**src/rtl/seq_pkg.sv**
```systemverilog
`default_nettype none
// ============================================================================
//  Module      : seq_pkg
//  Description : Shared types and constants for the exec_sequencer block:
//                3-bit FSM state enum, 4-bit opcode constants and small
//                opcode classification helpers.
//                The optional single-step feature (macro SINGLE_STEP_EN)
//                adds the STEP_WAIT state encoding.
//  Revision    : 1.0 - initial release
// ============================================================================
package seq_pkg;

    typedef enum logic [2:0] {
        ST_IDLE      = 3'd0,
        ST_FETCH     = 3'd1,
        ST_DECODE    = 3'd2,
        ST_EXEC      = 3'd3,
        ST_HALTED    = 3'd4
`ifdef SINGLE_STEP_EN
        ,
        ST_STEP_WAIT = 3'd5
`endif
    } state_e;

    // Opcode field is instr[15:12].
    localparam logic [3:0] OP_SETC  = 4'h0;
    localparam logic [3:0] OP_ADD   = 4'h1;
    localparam logic [3:0] OP_SUB   = 4'h2;
    localparam logic [3:0] OP_CWR   = 4'h3;  // write only if cond_value != 0
    localparam logic [3:0] OP_AND   = 4'h4;
    localparam logic [3:0] OP_OR    = 4'h5;
    localparam logic [3:0] OP_XOR   = 4'h6;
    localparam logic [3:0] OP_SHL   = 4'h7;
    localparam logic [3:0] OP_SHR   = 4'h8;
    localparam logic [3:0] OP_MOV   = 4'h9;
    localparam logic [3:0] OP_LDI   = 4'hA;
    localparam logic [3:0] OP_INC   = 4'hB;
    localparam logic [3:0] OP_NOP   = 4'hC;
    localparam logic [3:0] OP_JMP   = 4'hD;  // PC <= instr[7:0]
    localparam logic [3:0] OP_HALT  = 4'hE;
    localparam logic [3:0] OP_CHALT = 4'hF;  // halt only if cond_value != 0

    // True when the opcode produces a register-file write in EXEC.
    function automatic logic op_writes(input logic [3:0] op, input logic cond_nz);
        logic wr;
        wr = 1'b0;
        case (op)
            OP_CWR:                          wr = cond_nz;
            OP_NOP, OP_JMP, OP_HALT, OP_CHALT: wr = 1'b0;
            default:                         wr = 1'b1;
        endcase
        return wr;
    endfunction

    // True when the opcode sends the FSM to HALTED after EXEC.
    function automatic logic op_halts(input logic [3:0] op, input logic cond_nz);
        return (op == OP_HALT) || ((op == OP_CHALT) && cond_nz);
    endfunction

endpackage : seq_pkg
`default_nettype wire

```
**src/rtl/sat_counter.sv**
```systemverilog
`default_nettype none
// ============================================================================
//  Module      : sat_counter
//  Description : Up-counter that sticks at its all-ones value.
//  Ports       : clk      - clock
//                rst_n    - asynchronous active-low reset (count -> 0)
//                inc_i    - increment request for this cycle
//                count_o  - current count
//  Parameters  : WIDTH    - counter width in bits
//  Revision    : 1.0 - initial release
// ============================================================================
module sat_counter #(
    parameter int WIDTH = 16
) (
    input  logic             clk,
    input  logic             rst_n,
    input  logic             inc_i,
    output logic [WIDTH-1:0] count_o
);

    logic [WIDTH-1:0] count_q;
    logic [WIDTH-1:0] count_d;

    always_comb begin
        count_d = count_q;
        if (inc_i && (count_q != {WIDTH{1'b1}})) begin
            count_d = count_q + WIDTH'(1);
        end
    end

    always_ff @(posedge clk or negedge rst_n) begin
        if (!rst_n) begin
            count_q <= '0;
        end else begin
            count_q <= count_d;
        end
    end

    assign count_o = count_q;

endmodule : sat_counter
`default_nettype wire

```
**src/rtl/exec_sequencer.sv**
```systemverilog
`default_nettype none
// ============================================================================
//  Module      : exec_sequencer
//  Description : Fetch / decode / execute sequencer. Fetches 16-bit
//                instructions over a req/ack instruction-memory port,
//                issues a one-cycle register-file write strobe in EXEC,
//                handles jumps, conditional writes and (conditional) halts,
//                and counts retired instructions with saturation.
//  Ports       : clk, rst_n       - clock, async active-low reset
//                run              - start from IDLE / resume from HALTED
//                imem_addr/req    - fetch address and request
//                imem_ack/data    - fetch completion and instruction word
//                instr            - instruction register
//                cond_value       - register-file read data for instr[3:0]
//                wr_strobe        - register-file write enable
//                halted           - high in HALTED
//                state            - current FSM state encoding
//                retired          - saturating retired-instruction count
//                step             - (SINGLE_STEP_EN only) leave STEP_WAIT
//  Config      : SINGLE_STEP_EN   - adds step input and STEP_WAIT state
//  Revision    : 1.0 - initial release
// ============================================================================
module exec_sequencer
    import seq_pkg::*;
(
    input  logic        clk,
    input  logic        rst_n,
    input  logic        run,
`ifdef SINGLE_STEP_EN
    input  logic        step,
`endif
    output logic [7:0]  imem_addr,
    output logic        imem_req,
    input  logic        imem_ack,
    input  logic [15:0] imem_data,
    output logic [15:0] instr,
    input  logic [7:0]  cond_value,
    output logic        wr_strobe,
    output logic        halted,
    output logic [2:0]  state,
    output logic [15:0] retired
);

    state_e      state_q;
    state_e      state_d;
    logic [7:0]  pc_q;
    logic [7:0]  pc_d;
    logic [15:0] instr_q;
    logic [15:0] instr_d;
    logic        retire_inc;

    logic [3:0]  opcode;
    logic        cond_nz;

    assign opcode  = instr_q[15:12];
    assign cond_nz = |cond_value;

    // ------------------------------------------------------------------
    // Next-state and output decode. All outputs are pure functions of the
    // current state (plus instr/cond_value in EXEC), so an asynchronous
    // reset clears them together with state_q.
    // ------------------------------------------------------------------
    always_comb begin
        state_d    = state_q;
        pc_d       = pc_q;
        instr_d    = instr_q;
        imem_req   = 1'b0;
        wr_strobe  = 1'b0;
        halted     = 1'b0;
        retire_inc = 1'b0;

        case (state_q)
            ST_IDLE: begin
                if (run) begin
                    state_d = ST_FETCH;
                end
            end

            ST_FETCH: begin
                imem_req = 1'b1;
                if (imem_ack) begin
                    instr_d = imem_data;
                    state_d = ST_DECODE;
                end
            end

            // Gives the register file a full cycle to present cond_value
            // for the freshly latched instr[3:0].
            ST_DECODE: begin
                state_d = ST_EXEC;
            end

            ST_EXEC: begin
                wr_strobe  = op_writes(opcode, cond_nz);
                retire_inc = 1'b1;
                pc_d       = (opcode == OP_JMP) ? instr_q[7:0] : pc_q + 8'd1;
                if (op_halts(opcode, cond_nz)) begin
                    state_d = ST_HALTED;
                end else begin
`ifdef SINGLE_STEP_EN
                    state_d = ST_STEP_WAIT;
`else
                    state_d = ST_FETCH;
`endif
                end
            end

            // PC already points past the halting instruction.
            ST_HALTED: begin
                halted = 1'b1;
                if (run) begin
                    state_d = ST_FETCH;
                end
            end

`ifdef SINGLE_STEP_EN
            ST_STEP_WAIT: begin
                if (step) begin
                    state_d = ST_FETCH;
                end
            end
`endif

            default: begin
                state_d = ST_IDLE;
            end
        endcase
    end

    always_ff @(posedge clk or negedge rst_n) begin
        if (!rst_n) begin
            state_q <= ST_IDLE;
            pc_q    <= 8'h00;
            instr_q <= 16'h0000;
        end else begin
            state_q <= state_d;
            pc_q    <= pc_d;
            instr_q <= instr_d;
        end
    end

    sat_counter #(
        .WIDTH   (16)
    ) u_retired (
        .clk     (clk),
        .rst_n   (rst_n),
        .inc_i   (retire_inc),
        .count_o (retired)
    );

    assign imem_addr = pc_q;
    assign instr     = instr_q;
    assign state     = state_q;

endmodule : exec_sequencer
`default_nettype wire

```
**config.mk**
```make
export PLATFORM = sky130hd
export DESIGN_NAME = exec_sequencer
export DESIGN_NICKNAME = d
export VERILOG_FILES = /design/src/rtl/seq_pkg.sv /design/src/rtl/sat_counter.sv /design/src/rtl/exec_sequencer.sv
export SDC_FILE = /design/constraint.sdc
export NUM_CORES = 1
export LEC_CHECK = 0
export ABC_CLOCK_PERIOD_IN_PS = 6100
export CAP_MARGIN = 10
export CORE_MARGIN = 1.5
export CORE_UTILIZATION = 30
export CTS_CLUSTER_SIZE = 14
export DETAILED_ROUTE_END_ITERATION = 12
export SKIP_CTS_REPAIR_TIMING = 1
export SYNTH_ARGS = -nofsm -noshare
export SYNTH_HDL_FRONTEND = slang
export SYNTH_SLANG_ARGS = --single-unit
export TNS_END_PERCENT = 30
```
**constraint.sdc**
```tcl
create_clock -name clk -period 6.1 [get_ports clk]
set_clock_uncertainty 0.15 [all_clocks]
set_input_delay 1.525 -clock clk [delete_from_list [all_inputs] [get_ports clk]]
set_output_delay 1.525 -clock clk [all_outputs]
set_load 0.01 [all_outputs]
```
### Yosys cells after proc, flatten, opt, wreduce, memory -nomap -nowiden

Index checks and enable logic that the tools add are counted.

| word-level totals | value |
|---|---|
| bits in registers | 43 |
| latch bits | 0 |
| memory bits (writable) | 0 |
| bits in read-only memories | 0 |
| input bits | 28 |
| output and inout bits | 46 |
| word-level logic and storage cells | 37 |
| memories | 0 |

| operators by class | value |
|---|---|
| add/sub/neg operators | 2 |
| $mul | 0 |
| div/mod/pow operators | 0 |
| $lt $le $gt $ge | 0 |
| eq/ne operators | 12 |
| shift-type cells | 0 |
| muxes and demuxes | 10 |
| bitwise logic cells | 0 |
| reduce and logical (&&, ||, !) cells | 9 |

Operators by type and width:

| operator | count |
|---|---|
| adder 16 x 1 -> 16 bit (second input constant) | 1 |
| equality test 4 bit (second input constant) | 4 |
| != test 16 bit (second input constant) | 1 |
| case mux 3 bit (4 select lines) | 1 |
| two-way mux 3 bit | 3 |
| adder 8 x 1 -> 8 bit (second input constant) | 1 |
| two-way mux 8 bit | 1 |
| OR reduction 8 bit | 1 |
| equality test 3 x 2 -> 1 bit (second input constant) | 2 |
| equality test 4 x 2 -> 1 bit (second input constant) | 1 |
| two-way mux 1 bit | 4 |
| AND reduction 2 bit | 2 |
| OR reduction 4 bit | 1 |
| equality test 3 x 1 -> 1 bit (second input constant) | 1 |
| equality test 3 bit (second input constant) | 1 |
| zero test 3 bit | 1 |
| logical AND 1 bit | 2 |
| != test 2 x 1 -> 1 bit (second input constant) | 1 |
| != test 2 bit (second input constant) | 1 |
| case mux 1 bit (2 select lines) | 1 |
| OR reduction 2 bit | 1 |
| logical OR 1 bit | 1 |

### Depth between registers and ports, before layout

Gate-level depths: netlist of run 1.

| depth | value |
|---|---|
| depth after elaboration | 5 |
| depth in mapped cells | 6 |
| gate-level depth less buffers | 5 |

### By module

From an unflattened synthesis of run 1, not the netlist that was laid out.

| unflattened totals | value |
|---|---|
| cell total of the unflattened synthesis | 189 |
| area, all modules | 2,195.9 um^2 |

By module, submodules not included:

| module | times used | cells an instance | area an instance (um^2) | seq. area each (um^2) |
|---|---|---|---|---|
| exec_sequencer | 1 | 117 | 1,336.3 | 675.6 |
| sat_counter | 1 | 72 | 859.6 | 400.4 |

### Worst setup path after synthesis of run 1

No wires, ideal clock.

| timing | value |
|---|---|
| kind | in2out |
| from | input cond_value[3] |
| to | output wr_strobe |
| data arrival time | 2,262 ps |
| required time | 4,425 ps |
| setup slack | 2,163 ps |
| stages on the path | 3 |
| buffers on the path | 0 |
| path through | nor4_1 > nand4_1 > o41a_1 |

| between the ends | value |
|---|---|
| longest elaborated chain between the ends | 3 |

Ends and longest elaborated chain:

| item | line | RTL |
|---|---|---|
| from (decl) | exec_sequencer.sv:37 | `input logic [7:0] cond_value,` |
| OR reduction 8 bit | exec_sequencer.sv:56 | `assign cond_nz = \|cond_value;` |
| case mux 1 bit (2 select lines) | seq_pkg.sv:47 | `case (op)` |
| two-way mux 1 bit | exec_sequencer.sv:72 | `case (state_q)` |
| to (decl) | exec_sequencer.sv:38 | `output logic wr_strobe,` |

Every way passes these cells.

### Worst setup path in the final report of run 1

Ends and elaborated chain as after synthesis.

==> results of run 1 <==
## kinds of logic after synthesis
logic type / after synthesis / share of synthesized area, %
AO/OA/AOI/OAI: 33 / 10.3
XOR/XNOR: 13 / 5.55
adder cells (fa/ha/maj): 2 / 1.22
buffers and inverters: 12 / 2.38
flip-flops: 43 / 52.5
multiplexers: 18 / 9.76
AND/OR/NAND/NOR: 61 / 18.4
## state kept, by name (all words and copies together), names as in the netlist
register	flops
imem_addr	8
u_retired.count_o	16
state	3
instr	16
## layout make-up
type	instances	share of cell area, %
Sequential cell	43	36.3
Tap cell	77	3.25
Clock buffer	8	3.38
Inverter	6	0.760
Multi-Input combinational cell	127	31.3
Timing Repair Buffer	75	25.0
## worst reg2reg max path, stage by stage (launching register included)
cell and delay [ns]:
dfrtp_1 0.47, nand3b_4 0.33, or4_4 0.65, nor4b_2 0.26, xor2_1 0.16
## worst paths after layout
kind	start	end	slack, ns	depth (start not counted)
min	instr[10]	instr[10]	0.34	1
max	cond_value[3]	wr_strobe	1.24	5
min reg2reg	instr[10]	instr[10]	0.34	1
max reg2reg	state[2]	u_retired.count_o[13]	4.02	4
max in group asynchronous	rst_n	instr[6]	3.96	1
min in group asynchronous	rst_n	u_retired.count_o[0]	1.23	1
## power breakdown
| group | switching (mW) | total [mW] | internal (mW) | leakage (nW) |
|---|---|---|---|---|
| sequential | 0.120 | 0.509 | 0.390 | 0.539 |
| clock | 0.0950 | 0.198 | 0.103 | 0.0515 |
| combinational | 0.229 | 0.544 | 0.315 | 0.628 |
| total | 0.443 | 1.25 | 0.809 | 1.22 |
## synthesized netlist by cell type
library cell,n
buf_2,3
nand3b_1,2
or2_0,1
nand2b_1,4
nor4_1,5
a21oi_1,13
ha_1,2
a41oi_1,1
o21a_1,1
nand3_1,10
clkbuf_1,3
a31oi_1,1
nor2_1,8
nor2b_1,1
o32ai_1,2
nand4b_1,1
o22a_1,2
o2bb2ai_1,1
o22ai_1,3
nand3b_4,1
o41a_1,1
mux2_1,16
nor4b_2,1
inv_1,6
nor3b_2,1
a31o_2,1
o21ai_1,1
nor4_2,2
xor2_1,10
a221o_1,1
or2_2,1
or4_4,1
nand4_1,6
nand2_1,9
nor3_1,5
nor4b_1,1
o21ai_0,5
xnor2_1,3
mux2i_1,2
dfrtp_1,43
and3b_1,1
## layer usage
metal  vias to the layer above  track usage (%)  share of wire (%)
met3                         6             2.79                5.8
met5                         -                0                  0
met4                         0             5.87                1.2
li1                        822                -                  -
met1                       803             17.9                 48
met2                        58             22.0                 45
==> run metrics, run 1 <==
DPL Wire Length=3320 µm; Final Cycle Share=79.7%; cell count after synthesis=182; DR DRC count=0; max frequency=~210 MHz; DIE WIDTH=85.7 µm; Slowest Stage Delay on Critical Path=0.48 ns; Layout Cells excl Fill=336; Register Area=1080 µm²; Layout area overhead=44.4%; crit path capture type=output pin; initial core utilization=31.6%; Via density=around 5.0; Worst-Skew Late Latency=between 0.2 and 0.3 ns; CTS tree=done; DP Worst Slack=1.25 ns; GPL Wtd Cong=0.765; clock buffer count from CTS=5; placed cells=approximately 330; worst path required time=4.43 ns; initial antenna violation count=0; chip height=85.7 µm; diode count=0; Max IR drop VDD=0.217 mV; post-route ant nets=0; endpoints failing hold=0; commonest non-fill, non-tap cell in the layout=clkdlybuf4s50_1; Port Buffers=73; PwrDens=423 nW/µm²; most frequent cells in the layout=72 x clkdlybuf4s50_1, 43 x dfrtp_1, 16 x mux2_1, 13 x a21oi_1; vias in the first global route=1,703; RSZ-0062 raised after global routing=no; DR vias=1,689; grt ovf=0; H-tree Lvls=2; setup ws final=1.24 ns; clock slew seen by the registers of the worst setup and hold paths=0.08 ns; Synthesis Warnings=0; share of layout cells above drive strength 1=6.95%; cell chain of the critical path=clkdlybuf4s50_1 -> nor4_1 -> nand4_1 -> o41a_1 -> clkdlybuf4s50_1; Final Util=45.6%; worst-margin pin slew=0.969 ns; P_leak=1.22 nW; total chip power=1.25 mW; HP Class=register to register; Max-Cap Viols=0; Post-Route WL=4710 µm; Crit Path Max Fanout=2; Worst Path Buf+Inv=2; status=completed; leading area contributor after synthesis=dfrtp_1; Synth Cell Area=2050 µm²; Final Max Tran Viols=0; largest net degree at the start of global routing=44; critical path class=input port to output pin; 1st-pass router iterations=4; Placeable Area=6490 µm²; Rows=29; part of the Yosys area used for sequential elements=52.5%; Hold WS=0.344 ns; Slew HR=35.4%; Final min period=~5 ns; cell mode on critical path=clkdlybuf4s50_1; first-pass GRT wire length=8040 µm; DR WL/cell=14.0 µm; register bit total from synthesis=43; I/O pin total=74; Total GRT Usage=between 10% and 20%; top cell family by delay on the critical path=buffers and inverters; post-synth top area share=52.5%; fill count=621; Die Outline Area=7340 µm²; top cells by area, synth=dfrtp_1 52%, mux2_1 8.8%, xor2_1 4.3%, a21oi_1 3.2%, nand3_1 2.4%; final setup violation count=0; synth unique cells=between 40 and 50; Startpoint Class=input port; slowest CP cell=clkdlybuf4s50_1; final instance area=2960 µm²; clock net sink count=43; average size of a mapped cell=11.3 µm²; setup_tns=0 ns; deepest clock path buffer count=2; Arrival @ worst endpoint=3.19 ns; fin nets=roughly 290; initial drt markers=between 50 and 60; Area after DPL=~2900 µm²; clock root cell=clkbuf_8; area of the multi-input gates=926 µm²; Synth Net Count=212
Power figures use the tool's default switching activity.
==> run 2: changes to the inputs <==
--- a/config.mk
+++ b/config.mk
@@ -5,7 +5,7 @@
 export SDC_FILE = /design/constraint.sdc
 export NUM_CORES = 1
 export LEC_CHECK = 0
-export ABC_CLOCK_PERIOD_IN_PS = 6100
+export ABC_CLOCK_PERIOD_IN_PS = 4700
 export CAP_MARGIN = 10
 export CORE_MARGIN = 1.5
 export CORE_UTILIZATION = 30
==> constraint.sdc (replaced) <==
create_clock -name clk -period 4.7 [get_ports clk]
set_clock_uncertainty 0.15 [all_clocks]
set_input_delay 1.175 -clock clk [delete_from_list [all_inputs] [get_ports clk]]
set_output_delay 1.175 -clock clk [all_outputs]
set_load 0.01 [all_outputs]
==> run 2 against run 1 <==
Effect of this change:
- global-route usage increased by 0.30 points
- sequential power increased by 30%
- critical path type unchanged
- core utilization increased by 0.50 points
- flip-flop and latch count unchanged
- largest cell class unchanged
- sequential share of layout area decreased by 0.39 points
- critical endpoint unchanged
- clock-buffer cell count decreased by 2
- total power increased by 37%
- via count increased by 0.53%
==> run metrics, run 2 (synthesis gave the netlist of run 1 again) <==
deepest clock path buffer count=2 (unchanged); max frequency=about 240 MHz; final setup violation count=0 (unchanged); I/O pin total=74 (unchanged); initial antenna violation count=0 (unchanged); setup ws final=0.571 ns (was 1.24 ns); Worst-Skew Late Latency=0.30 ns (was 0.29 ns); post-route ant nets=0 (unchanged); P_leak=1.23 nW (was 1.22 nW); Slew HR=34.6% (was 35.4%); first-pass GRT wire length=8100 µm (was 8040 µm); CTS tree=done (unchanged); Worst Reg2Reg Path Length in Cells=4 (unchanged); grt ovf=0 (unchanged); largest net degree at the start of global routing=44 (unchanged); hold path endpoint=instr[10] (unchanged); WHS Path Cells=1 (unchanged); Post-Route WL=4790 µm (was 4710 µm); met2 GRT Util=22.0% (unchanged); crit path capture type=output pin (unchanged); R2R Path End=u_retired.count_o[15] (was u_retired.count_o[13]); R2R setup slack=2.60 ns (was 4.02 ns); Placeable Area=6490 µm² (unchanged); diode count=0 (unchanged); GPL Wtd Cong=0.764 (was 0.765); initial core utilization=31.6% (unchanged); DP Worst Slack=0.555 ns (was 1.25 ns); Final Max Tran Viols=0 (unchanged); Final min period=4.13 ns; GR Layer Usage met3=3.37% (was 2.79%); Rows=29 (unchanged); clock buffer count from CTS=5 (unchanged); chip height=85.7 µm (unchanged); initial drt markers=68 (was 52); share of layout cells above drive strength 1=6.95% (unchanged); Die Outline Area=7340 µm² (unchanged); 1st-pass router iterations=4 (unchanged); final instance area=2990 µm² (was 2960 µm²); DR DRC count=0 (unchanged); most frequent cells in the layout=72 x clkdlybuf4s50_1, 43 x dfrtp_1, 16 x mux2_1, 13 x a21oi_1 (unchanged); Max IR drop VDD=0.228 mV (was 0.217 mV); clock slew seen by the registers of the worst setup and hold paths=0.08 ns (about the same); RSZ-0062 raised after global routing=no (unchanged); vias in the first global route=1,702 (was 1,703); Arrival @ worst endpoint=2.80 ns (was 3.19 ns); Max-Cap Viols=0 (unchanged); GRT busiest layer=met2 (unchanged); clock net sink count=43 (unchanged); DR WL/cell=14.3 µm (was 14.0 µm); setup_tns=0 ns (unchanged); total chip power=1.71 mW (was 1.25 mW); endpoints failing hold=0 (unchanged); fin nets=288 (unchanged); clock root cell=clkbuf_8 (unchanged); status=completed (unchanged); worst path required time=3.38 ns (was 4.43 ns); hold path start=instr[10] (unchanged); Startpoint Class=input port (unchanged); Area after DPL=2860 µm² (unchanged); Crit Path Max Fanout=2 (unchanged); HP Class=register to register (unchanged); DIE WIDTH=85.7 µm (unchanged); PwrDens=572 nW/µm² (was 423 nW/µm²); fill count=622 (was 621); r2r startpoint=state[2] (unchanged); H-tree Lvls=2 (unchanged); Final Cycle Share=87.8%; DR vias=1,698 (was 1,689); Hold WS=0.341 ns (was 0.344 ns); Via density=5.05 (was 5.03); Total GRT Usage=14.0% (was 13.7%); Layout area overhead=46.0% (was 44.4%); Port Buffers=73 (unchanged); critical path class=input port to output pin (unchanged); DPL Wire Length=3420 µm (was 3320 µm); met1 usage=18.5% (was 17.9%); worst-margin pin slew=0.981 ns (was 0.969 ns); commonest non-fill, non-tap cell in the layout=clkdlybuf4s50_1 (unchanged)
## run 2: cell count changes in the layout (fill, tap and decap cells not counted)
| cell | delta |
|---|---|
| clkbuf_8 | -2 |
| bufinv_16 | +2 |
## run 2: area by class of cell
class	count	area, µm²	share of cell area (%)
multi-input combinational	127	926	30.9
inverter	6	22.5	0.752
tap	77	96.3	3.22
clock buffer	6	72.6	2.42
sequential	43	1080	35.9
timing repair buffer	75	741	24.7
clock inverter	2	60.1	2.01
## run 2: worst max path at each step
| stage | start | cells past startpoint | slack, ns | to |
|---|---|---|---|---|
| 3_5_place_dp | cond_value[3] | 5 | 0.55 | wr_strobe |
| 2_1_floorplan | cond_value[3] | 3 | 1.46 | wr_strobe |
| 3_3_place_gp | cond_value[3] | 5 | 0.59 | wr_strobe |
| 4_1_cts | cond_value[3] | 5 | 0.55 | wr_strobe |
| 6_report | cond_value[3] | 5 | 0.57 | wr_strobe |
| 5_1_grt | cond_value[2] | 5 | 0.40 | wr_strobe |
## run 2: worst max-delay path, stage by stage
cell             delay [ns]
clkdlybuf4s50_1        0.40
nor4_1                 0.26
nand4_1                0.15
o41a_1                 0.33
clkdlybuf4s50_1        0.49
## run 2: per-layer routing
metal | wire (µm) | vias to the layer above
met4 | 85 | 0
met1 | 2230 | 813
li1 | - | 818
met3 | 304 | 7
met2 | 2180 | 60
met5 | 0 | -
## run 2: per-stage QoR
| step | utilization [%] | std cells |
|---|---|---|
| 2_1_floorplan | - | 182 |
| 3_3_place_gp | 44.1 | 328 |
| 3_5_place_dp | 44.1 | 328 |
| 4_1_cts | 46.1 | 336 |
| 5_1_grt | 46.1 | 336 |
| 6_report | 46.1 | 336 |
## run 2: where the power goes
| group | internal, mW | switching [mW] |
|---|---|---|
| clock | 0.213 | 0.132 |
| combinational | 0.409 | 0.299 |
| sequential | 0.506 | 0.154 |
